--- src/rtl/fetch_pkg.sv ---
// fetch_pkg: shared widths, FSM state encoding and NOP word for the fetch stage
package fetch_pkg;
  localparam int PC_W = 12;
  localparam int INST_W = 16;
  typedef logic [1:0] state_t;
  localparam state_t IDLE = 2'd0;
  localparam state_t REQ = 2'd1;
  localparam state_t HOLD = 2'd2;
  localparam logic [INST_W-1:0] NOP_INST = 16'h0000;
endpackage

--- src/rtl/fetch_timeout.sv ---
// fetch_timeout: no-ack cycle counter with sticky error flag once TIMEOUT_CYC is reached
module fetch_timeout #(
  parameter int TIMEOUT_CYC = 15
) (
  input logic clk,
  input logic reset,
  input logic clr,
  input logic inc,
  output logic err
);
  localparam int CW = $clog2(TIMEOUT_CYC + 1);
  logic [CW-1:0] cnt;
  always_ff @(posedge clk) begin
    if (reset) begin
      cnt <= '0;
      err <= 1'b0;
    end else if (clr) begin
      cnt <= '0;
    end else if (inc) begin
      cnt <= (cnt == CW'(TIMEOUT_CYC)) ? cnt : cnt + 1'b1;
      err <= err | (cnt == CW'(TIMEOUT_CYC - 1));
    end
  end
endmodule

--- src/rtl/fetch_stage.sv ---
// fetch_stage: IDLE/REQ/HOLD instruction fetch with one-entry skid and IF/ID register; FETCH_STAGE_TIMEOUT_EN adds the imem timeout flag
module fetch_stage
  import fetch_pkg::*;
#(
  parameter logic [PC_W-1:0] RESET_PC = 12'h000,
  parameter int TIMEOUT_CYC = 15
) (
  input logic clk,
  input logic reset,
  input logic stallD,
  input logic branchD,
  input logic [PC_W-1:0] PC_branch,
  output logic imem_req,
  output logic [PC_W-1:0] imem_addr,
  input logic imem_ack,
  input logic [INST_W-1:0] imem_rdata,
  output logic [INST_W-1:0] instD,
  output logic [PC_W-1:0] pcD,
  output logic validD,
  output logic fetch_err
);
  state_t state;
  logic [PC_W-1:0] pc_f;
  logic [INST_W-1:0] skid;
  always_comb begin
    imem_req = (state == REQ);
    imem_addr = pc_f;
  end
  always_ff @(posedge clk) begin
    if (reset) begin
      state <= IDLE;
      pc_f <= RESET_PC;
      instD <= NOP_INST;
      pcD <= '0;
      validD <= 1'b0;
      skid <= NOP_INST;
    end else if (branchD) begin
      state <= REQ;
      pc_f <= PC_branch;
      validD <= 1'b0;
    end else if (state == IDLE) begin
      state <= REQ;
    end else if (state == REQ) begin
      if (imem_ack && stallD) begin
        skid <= imem_rdata;
        state <= HOLD;
      end else if (imem_ack) begin
        instD <= imem_rdata;
        pcD <= pc_f;
        validD <= 1'b1;
        pc_f <= pc_f + 1'b1;
      end else if (!stallD) begin
        validD <= 1'b0;
      end
    end else if (!stallD) begin
      instD <= skid;
      pcD <= pc_f;
      validD <= 1'b1;
      pc_f <= pc_f + 1'b1;
      state <= REQ;
    end
  end
`ifdef FETCH_STAGE_TIMEOUT_EN
  fetch_timeout #(.TIMEOUT_CYC(TIMEOUT_CYC)) u_timeout (
    .clk(clk),
    .reset(reset),
    .clr(imem_ack | branchD),
    .inc((state == REQ) & ~imem_ack & ~branchD),
    .err(fetch_err)
  );
`else
  logic unused_cfg;
  assign unused_cfg = ^TIMEOUT_CYC;
  assign fetch_err = 1'b0;
`endif
endmodule

--- config.mk ---
export PLATFORM = sky130hd
export DESIGN_NAME = fetch_stage
export DESIGN_NICKNAME = d
export VERILOG_FILES = /design/src/rtl/fetch_pkg.sv /design/src/rtl/fetch_timeout.sv /design/src/rtl/fetch_stage.sv
export SDC_FILE = /design/constraint.sdc
export NUM_CORES = 1
export LEC_CHECK = 0
export ABC_AREA = 1
export CAP_MARGIN = 20
export CORE_MARGIN = 3
export CORE_UTILIZATION = 40
export DETAILED_ROUTE_END_ITERATION = 16
export DONT_BUFFER_PORTS = 1
export GPL_TIMING_DRIVEN = 0
export HOLD_SLACK_MARGIN = 0.06
export PLACE_DENSITY = 0.53
export SYNTH_ARGS = -nofsm -noshare
export SYNTH_HDL_FRONTEND = slang
export SYNTH_HIERARCHICAL = 1
export SYNTH_SLANG_ARGS = --single-unit
--- constraint.sdc ---
create_clock -name clk -period 1.3 [get_ports clk]
set_input_delay 0.065 -clock clk [delete_from_list [all_inputs] [get_ports clk]]
set_output_delay 0.065 -clock clk [all_outputs]
set_load 0.03 [all_outputs]
### Word-level counts from Yosys, hierarchy flattened

Index checks and enable logic that the tools add are counted.

* register bits after elaboration: 59
* logic and storage cells: 56
* output and inout bits: 43

* reduce and logical (&&, ||, !) cells: 10
* add/sub/neg operators: 1
* equality and inequality tests: 12
* multiplexer cells: 24
* bitwise operators: 2

Operators with widths (number)
* $mux W12: 10
* $mux W16: 4
* $add A12 B1 Y12 const B: 1
* $reduce_and A4 Y1: 3
* $mux W1: 7
* $mux W2: 3
* $ne A2 B1 Y1 const B: 3
* $ne A3 B1 Y1 const B: 2
* $reduce_and A5 Y1: 1
* $ne A2 B2 Y1 const B: 2
* $ne A4 B1 Y1 const B: 1
* $ne A4 B2 Y1 const B: 1
* $reduce_and A2 Y1: 2
* $ne A3 B2 Y1 const B: 1
* $ne A3 B3 Y1 const B: 1
* $reduce_or A3 Y1: 1
* $eq A2 B1 Y1 const B: 1
* $logic_not A2 Y1: 1
* $not A1 Y1: 2
* $reduce_or A2 Y1: 1
* $logic_and A1 B1 Y1: 1

### Depth between registers and ports, before layout

Gate-level depths: netlist of run 1.

* word-level depth: 6
* depth in mapped cells: 9
* depth with buffers taken out: 9

### Least setup slack after synthesis of run 1

OpenSTA, ideal clock, no wires.

* kind: reg-to-reg
* from: register pc_f[1] (netlist: imem_addr[1])
* to: register pc_f[8] (netlist: imem_addr[8])
* required time: 1.168 ns
* arrival time: 1.361 ns
* period minus slack after synthesis: 1.494 ns
* setup slack: -0.194 ns
* buffers on the path: 0
* cell stages (with the launch flop): 7
* setup time: 0.132 ns
* cells stage by stage: dfxtp_1 ha_1 nand3_1 nor2_1 nand3_1 nand3_1 a21oi_1

* cells in the longest elaborated chain, start to end: 6
* elaborated cells on any way between the ends: 7
* classes of those cells: add/sub (1); mux (6)

Ends and longest elaborated chain
* from (decl): line fetch_stage.sv:23 `logic [PC_W-1:0] pc_f;`
* from (signal assigned): line fetch_stage.sv:39 `pc_f <= PC_branch;`
* from (signal assigned): line fetch_stage.sv:51 `pc_f <= pc_f + 1'b1;`
* from (signal assigned): line fetch_stage.sv:59 `pc_f <= pc_f + 1'b1;`
* $add A12 B1 Y12 (*): line fetch_stage.sv:51, fetch_stage.sv:59
* $mux W12: line fetch_stage.sv:47 `end else if (imem_ack) begin`
* $mux W12: line fetch_stage.sv:44 `if (imem_ack && stallD) begin`
* $mux W12 (*): line fetch_stage.sv:43 `end else if (state == REQ) begin`
* $mux W12 (*): line fetch_stage.sv:41 `end else if (state == IDLE) begin`
* $mux W12 (*): line fetch_stage.sv:37 `end else if (branchD) begin`

Every way passes the cells marked *; elsewhere a longest branch is shown, timed or not. The select of a mux whose other input is x is not followed.
A chain may end at the register's enable or synchronous reset.

### Final worst setup path of run 1

Ends and elaborated chain as after synthesis.

==> metrics.md, run 1 <==
| Metric | Value |
|---|---|
| CTS tree | built |
| Max layer used | met4 |
| Reg-to-Reg End | imem_addr[8]$_SDFFE_PP0P_ |
| Crit. path cell count | 7 |
| Core ar. | 0.00606 mm2 |
| Crit. End Element | flip-flop |
| Clk sinks | 59 |
| Fraction of registers with async set/reset | 0% |
| Register-to-Register Setup Slack | ~0.044 ns |
| Slowest-stage cell, CP | dfxtp_4 |
| Layout cells sized above 1 | 17.6% |
| Wire length on met3 | 531 um |
| Initial Utilization | 42.4% |
| Register bit total from synthesis | 59 |
| Crit path from | imem_addr[1]$_SDFFE_PP0P_ |
| Via count | roughly 2500 |
| RSZ-0062 raised after global routing | yes |
| Leak Pwr | 1.43 nW |
| Die X | 86.2 um |
| Most frequent cells in the layout | nand2_1, dfxtp_1, o21ai_0 |
| H-tree levels | 3 |
| Seq/Total Area, Yosys | 46.0% |
| # setup viols final | 0 |
| DRC viols | 0 |
| Die Area | 0.00742 mm2 |
| # diodes | 0 |
| First-pass GRT wire length | around 12 mm |
| CP Launch Type | flip-flop |
| Status | finished clean |
| Total length of routed wires | 7.76 mm |
| Wire per inst | about 16 um |
| # IOs | 76 |
| Syn Inst Count | 347 |
| Crit path time final | roughly 1.3 ns |
| Family with the most delay on the worst path | flip-flops |
| DR pass1 iterations | 4 |
| Yosys top cell by area | dfxtp_1 |
| Routed wl met2 | about 3.8 mm |
| Top cells by area, synth | dfxtp_1, nand2_1, o21ai_0 |
| Total grt overflow | 0 |
| Clock Path Buffers | 2 |
| Worst path required time | 1.56 ns |
| Slew Viols, Final | 0 |
| WP data arrival | ~1.5 ns |
| Worst r2r path cells | 7 |
| Met1 WL | 3.29 mm |
| Slew HR | 65.1% |
| Clock Pin Slew Worst Setup and Hold Paths | 0.07 ns |
| Final core occ | 57.2% |
| Area grow syn2layout | 34.9% |
| Synth cell types | 28 |
| HP Class | input port to flip-flop |
| Synth Area per Inst | 7.41 um2 |
| Height of the die | about 86 um |
| Critical path class | flip-flop to flip-flop |
| # Max-Cap Violations | 0 |
| DR vias/cell | 5.25 |
| FP Rows | 28 |
| Worst supply voltage drop on vdd | 0.908 mV |
| Final antenna-violating net count | 0 |
| Fmax | between 700 and 800 MHz |
| EDFF count, synth | 0 |
| Placed wire-length estimate | 4.97 mm |
| Worst-path cell chain | ha_4, nand3_4, nor2_4, nand2_1, nand2_1, nand3_1, a21oi_1 |
| Later-pin clock latency in the skew report | 0.34 ns |
| Placed cells | between 400 and 500 |
| Yosys synthesis warning count | 6 |
| Slew @ Worst Pin | 0.524 ns |
| Area share of the largest cell type after synthesis | 46.0% |
| NumNets Final | 432 |
| Initial antenna violation count | 0 |
| Syn nets | between 300 and 400 |
| Number of global-route vias before repair | 2335 |
| IO buf count | 0 |
| Final Hold Viols | 0 |
| Final worst path period share | between 90 and 100% |
| CP endpoint | imem_addr[8]$_SDFFE_PP0P_ |
| Largest net degree at the start of global routing | 11 |
| Detailed Route Iter0 Violations | 120 |
| Slowest stage delay, CP | roughly 0.46 ns |
| Total track usage | 21.0% |
| Fill cells | a little under 600 |
| Most used cell, CP | nand2_1 |
| Most used DFF post-synth | dfxtp_1 |
| Reg2reg start | imem_addr[1]$_SDFFE_PP0P_ |
| Clk_skew | 0.00493 ns |
| Placer congestion estimate | around 0.8 |
| CP Buf/Inv Count | 0 |
| Fin cells | 478 |
| CP max FO | 6 |
| PD cells | ~1300 mW/mm2 |
| Synth Cell Area | 0.00257 mm2 |
| Commonest non-fill, non-tap cell in the layout | nand2_1 |
| Root Buffer | clkbuf_8 |
| Inserted Clock Buffers | 9 |
==> per-stage QoR <==
stage	setup TNS, ns	total power, mW	hold slack (ns)	area, um2	setup WS [ns]
3_5_place_dp	-3.85	2.43	0.132	2670	-0.256
3_3_place_gp	-4.06	2.43	0.129	2670	-0.271
2_1_floorplan	0	2.34	0.127	2580	0.000623
4_1_cts	-0.000263	4.60	0.0724	3340	-0.000263
6_report	0	4.61	0.148	3470	0.0441
5_1_grt	-0.0758	4.79	0.173	3470	-0.0229
==> registers in the layout, indices dropped and copies added, names as in the netlist <==
signal and count:
pcD 12, state 2, validD 1, imem_addr 12, instD 16, skid 16
==> cells in the mapped netlist, types with 2 or more instances <==
cell type	count
a211oi_1	2
a21oi_1	31
a31oi_1	20
buf_2	6
buf_4	3
buf_6	4
clkbuf_1	6
dfxtp_1	59
inv_1	34
inv_2	5
nand2_1	74
nand3_1	14
nand4_1	2
nor2_1	21
nor2_2	2
o21ai_0	48
o21ai_1	3
xor2_1	3
==> timing repair <==
| action | 4_1_cts | 5_1_grt |
|---|---|---|
| pin swaps | 3 | 10 |
| endpoints found under the setup margin | 34 | 50 |
| endpoints found under the hold margin | 48 | 2 |
| resized for setup | 31 | 26 |
| hold buffers | 32 | 2 |
| setup buffers | 2 | 4 |
==> worst min path at each step <==
stage	slack [ns]	depth (start not counted)	startpoint	to
4_1_cts	0.07	3	branchD	skid[2]$_SDFFE_PP0P_
3_5_place_dp	0.13	1	reset	imem_addr[0]$_SDFFE_PP0P_
6_report	0.15	2	reset	imem_addr[3]$_SDFFE_PP0P_
3_3_place_gp	0.13	1	reset	imem_addr[0]$_SDFFE_PP0P_
2_1_floorplan	0.13	1	reset	imem_addr[0]$_SDFFE_PP0P_
5_1_grt	0.17	2	reset	imem_addr[3]$_SDFFE_PP0P_
==> power by group <==
group	internal, mW	switching (mW)	leakage [nW]	total (mW)
Combinational	0.205	0.266	0.816	0.471
Clock	1.32	0.753	0.123	2.07
Sequential	1.88	0.189	0.489	2.07
Total	3.41	1.21	1.43	4.61
==> kinds of logic after synthesis <==
family	count (synthesis)	share of synthesized area, %
XOR/XNOR	4	1.36
adder cells (fa/ha/maj)	1	0.487
other	1	0.146
AND/OR/NAND/NOR	118	19.6
buffers and inverters	59	10.6
flip-flops	59	46.0
AO/OA/AOI/OAI	105	21.8
==> cell type report <==
class / count / area, um2 / share of cell area (%)
tap: 75 / 93.8 / 2.71
buffer: 19 / 155 / 4.48
multi-input combinational: 229 / 1210 / 34.8
sequential: 59 / 1220 / 35.3
timing repair buffer: 40 / 388 / 11.2
clock inverter: 5 / 100 / 2.89
inverter: 40 / 158 / 4.55
clock buffer: 11 / 141 / 4.08
==> layer usage <==
metal / up-vias / global-route usage, %
met5: - / 0
met2: 82 / 35.6
li1: 1247 / -
met3: 12 / 5.67
met1: 1169 / 25.1
met4: 0 / 8.20
No activity file was read; power rests on OpenSTA's default activity.
==> run 2, diff against run 1 <==
- PLACE_DENSITY: 0.53 -> unset
- PLACE_DENSITY_LB_ADDON: unset -> 0.08
- clock period: 1.3 -> 1.4 ns (I/O delays scaled with it)
==> run 2 against run 1 <==
Against the previous run: die area unchanged; sequential share of layout area increased by 0.93 points; cell count decreased by 0.84%; largest cell class unchanged.
==> metrics.md, run 2 (synthesized netlist as in run 1, its figures left out) <==
| Metric | Value |
|---|---|
| Inserted Clock Buffers | 9 (unchanged) |
| Worst-path cell chain | dlygate4sd3_1, inv_2, nand3_4, inv_4, buf_2, a31oi_1 |
| # diodes | 0 (unchanged) |
| Slowest stage delay, CP | 0.62 ns (+0.16 ns) |
| First-pass GRT wire length | 11.8 mm (-1.7%) |
| # Max-Cap Violations | 0 (unchanged) |
| Crit path time final | 1.31 ns |
| IO buf count | 0 (unchanged) |
| Placer congestion estimate | 0.845 (+6.6%) |
| Reg-to-Reg End | imem_addr[10]$_SDFFE_PP0P_ |
| Final antenna-violating net count | 0 (unchanged) |
| PD cells | 1190 mW/mm2 (-11%) |
| NumNets Final | 428 (-0.93%) |
| Placed wire-length estimate | 4.89 mm (-1.6%) |
| Crit. End Element | flip-flop |
| Wire per inst | 15.3 um (-5.6%) |
| H-tree levels | 3 (unchanged) |
| Slew @ Worst Pin | 0.532 ns (+0.00764 ns) |
| CP Launch Type | input port |
| Commonest non-fill, non-tap cell in the layout | nand2_1 |
| Fill cells | 615 (+6.2%) |
| CTS tree | built |
| Final core occ | 55.1% (-2.0 points) |
| DRC viols | 0 (unchanged) |
| Later-pin clock latency in the skew report | 0.33 ns (about the same) |
| Die X | 86.2 um (unchanged) |
| Final Hold Viols | 0 (unchanged) |
| FP Rows | 28 (unchanged) |
| Status | finished clean |
| CP max FO | 10 (+4) |
| Register-to-Register Setup Slack | 0.10 ns (+0.06 ns) |
| Clk_skew | 0.00483 ns (-0.0000941 ns) |
| CP Buf/Inv Count | 4 (+4) |
| DR pass1 iterations | 4 (unchanged) |
| Worst hold start | branchD |
| Clk sinks | 59 (unchanged) |
| Reg2reg start | imem_addr[0]$_SDFFE_PP0P_ |
| Final worst path period share | 93.5% |
| FF+latch area | 0.00121 mm2 (-1.0%) |
| Clock Pin Slew Worst Setup and Hold Paths | 0.07 ns (about the same) |
| DR vias/cell | 5.18 (-1.3%) |
| Total track usage | 20.0% (-0.97 points) |
| Total grt overflow | 0 (unchanged) |
| Via count | 2456 (-2.2%) |
| Fmax | 764 MHz |
| Clock Path Buffers | 2 (unchanged) |
| Leak Pwr | 1.37 nW (-4.3%) |
| Largest net degree at the start of global routing | 11 (unchanged) |
| Largest regs | instD x16, skid x16 |
| Detailed Route Iter0 Violations | 82 (-32%) |
| RSZ-0062 raised after global routing | yes |
| Die Area | 0.00742 mm2 (unchanged) |
| # setup viols final | 0 (unchanged) |
| Worst path required time | 1.61 ns (+0.05 ns) |
| Slew HR | 64.6% (-0.51 points) |
| Height of the die | 86.2 um (unchanged) |
| HP Class | input port to flip-flop |
| Most frequent cells in the layout | nand2_1, o21ai_0, dfxtp_1 |
| Worst Hold Endpoint | skid[1]$_SDFFE_PP0P_ |
| Area of the multi-input gates | 0.00118 mm2 (-2.3%) |
| TNS Setup | 0 ns (unchanged) |
| Slowest-stage cell, CP | dlygate4sd3_1 |
| Area grow syn2layout | 30.0% |
| WHS Path Cells | 3 (+1) |
| Final Power | 3.97 mW (-14%) |
| Slew Viols, Final | 0 (unchanged) |
| Core ar. | 0.00606 mm2 (unchanged) |
| Family with the most delay on the worst path | buffers and inverters |
| Root Buffer | clkbuf_8 |
| Number of global-route vias before repair | 2363 (+1.2%) |
| # IOs | 76 (unchanged) |
| Worst r2r path cells | 7 (unchanged) |
| Worst supply voltage drop on vdd | 0.602 mV (-34%) |
| WP data arrival | 1.51 ns (about the same) |
| Initial Utilization | 42.4% (unchanged) |
| Critical path class | input port to flip-flop |
| Initial antenna violation count | 0 (unchanged) |
| Layout cells sized above 1 | 17.8% (+0.18 points) |
| Total length of routed wires | 7.27 mm (-6.4%) |
## run 2: changes by cell type in the layout (fill, tap and decap cells not counted), sizes merged
cell          delta
dlymetal6s4s     -1
clkinvlp         +1
clkbuf           +2
buf              -2
dlygate4sd3      -2
bufinv           -2
## run 2: worst max path at each step
| stage | cells past startpoint | from | slack [ns] | end |
|---|---|---|---|---|
| finish | 6 | branchD | 0.09 | instD[2]$_SDFFE_PP0P_ |
| floorplan | 9 | imem_addr[2]$_SDFFE_PP0P_ | 0.02 | imem_addr[11]$_SDFFE_PP0P_ |
| CTS | 6 | imem_addr[1]$_SDFFE_PP0P_ | 0.005 | imem_addr[8]$_SDFFE_PP0P_ |
| global route | 7 | imem_addr[1]$_SDFFE_PP0P_ | -0.03 | imem_addr[8]$_SDFFE_PP0P_ |
| detailed placement | 6 | imem_addr[2]$_SDFFE_PP0P_ | -0.21 | imem_addr[8]$_SDFFE_PP0P_ |
| global placement | 9 | imem_addr[2]$_SDFFE_PP0P_ | -0.18 | imem_addr[11]$_SDFFE_PP0P_ |
## run 2: power breakdown
part	internal (mW)	leakage, nW	total, mW	switching, mW
Combinational	0.181	0.770	0.414	0.233
Sequential	1.75	0.487	1.92	0.171
Clock	0.961	0.108	1.63	0.669
Total	2.89	1.37	3.97	1.07
## run 2: metal layers
metal  routed length [um]  GRT usage [%]  part of all wire, %  up-vias
li1                     -              -                    -     1242
met1                 3110           25.3                   43     1123
met2                 3500           32.7                   48       83
met3                  570           5.19                  7.8        8
met4                   82           7.48                  1.1        0
met5                    0              0                    0        -
## run 2: stage by stage
stage	cell area [um2]	setup slack [ns]	hold WS, ns	cells
2_1_floorplan	2570	0.0174	0.132	347
3_3_place_gp	2670	-0.179	0.134	422
3_5_place_dp	2670	-0.210	0.136	422
4_1_cts	3230	0.00509	0.0942	469
5_1_grt	3340	-0.0335	0.0679	474
6_report	3340	0.0910	0.0586	474
## run 2: repair_timing
action | CTS | global route
hold buffers | 31 | 0
hold endpoints to repair | 48 | 0
gates resized for setup | 16 | 29
setup endpoints to repair | 18 | 51
buffers inserted | 0 | 5
pin swaps | 0 | 5
gates cloned | 0 | 0
## run 2: final cells by class
class	count	share of cell area, %
plain buffers	19	4.34
well taps	75	2.81
multi-input cells	229	35.3
repair buffers	36	10.4
inverters	40	4.57
clock inverters	4	1.42
clock buffers	12	4.94
flip-flops and latches	59	36.2
## run 2: tightest hold or removal path, delay by kind of cell
kind	cells	cell delay, ns
buf+inv	1	0.13
compound gates	1	0.12
simple gates	1	0.03
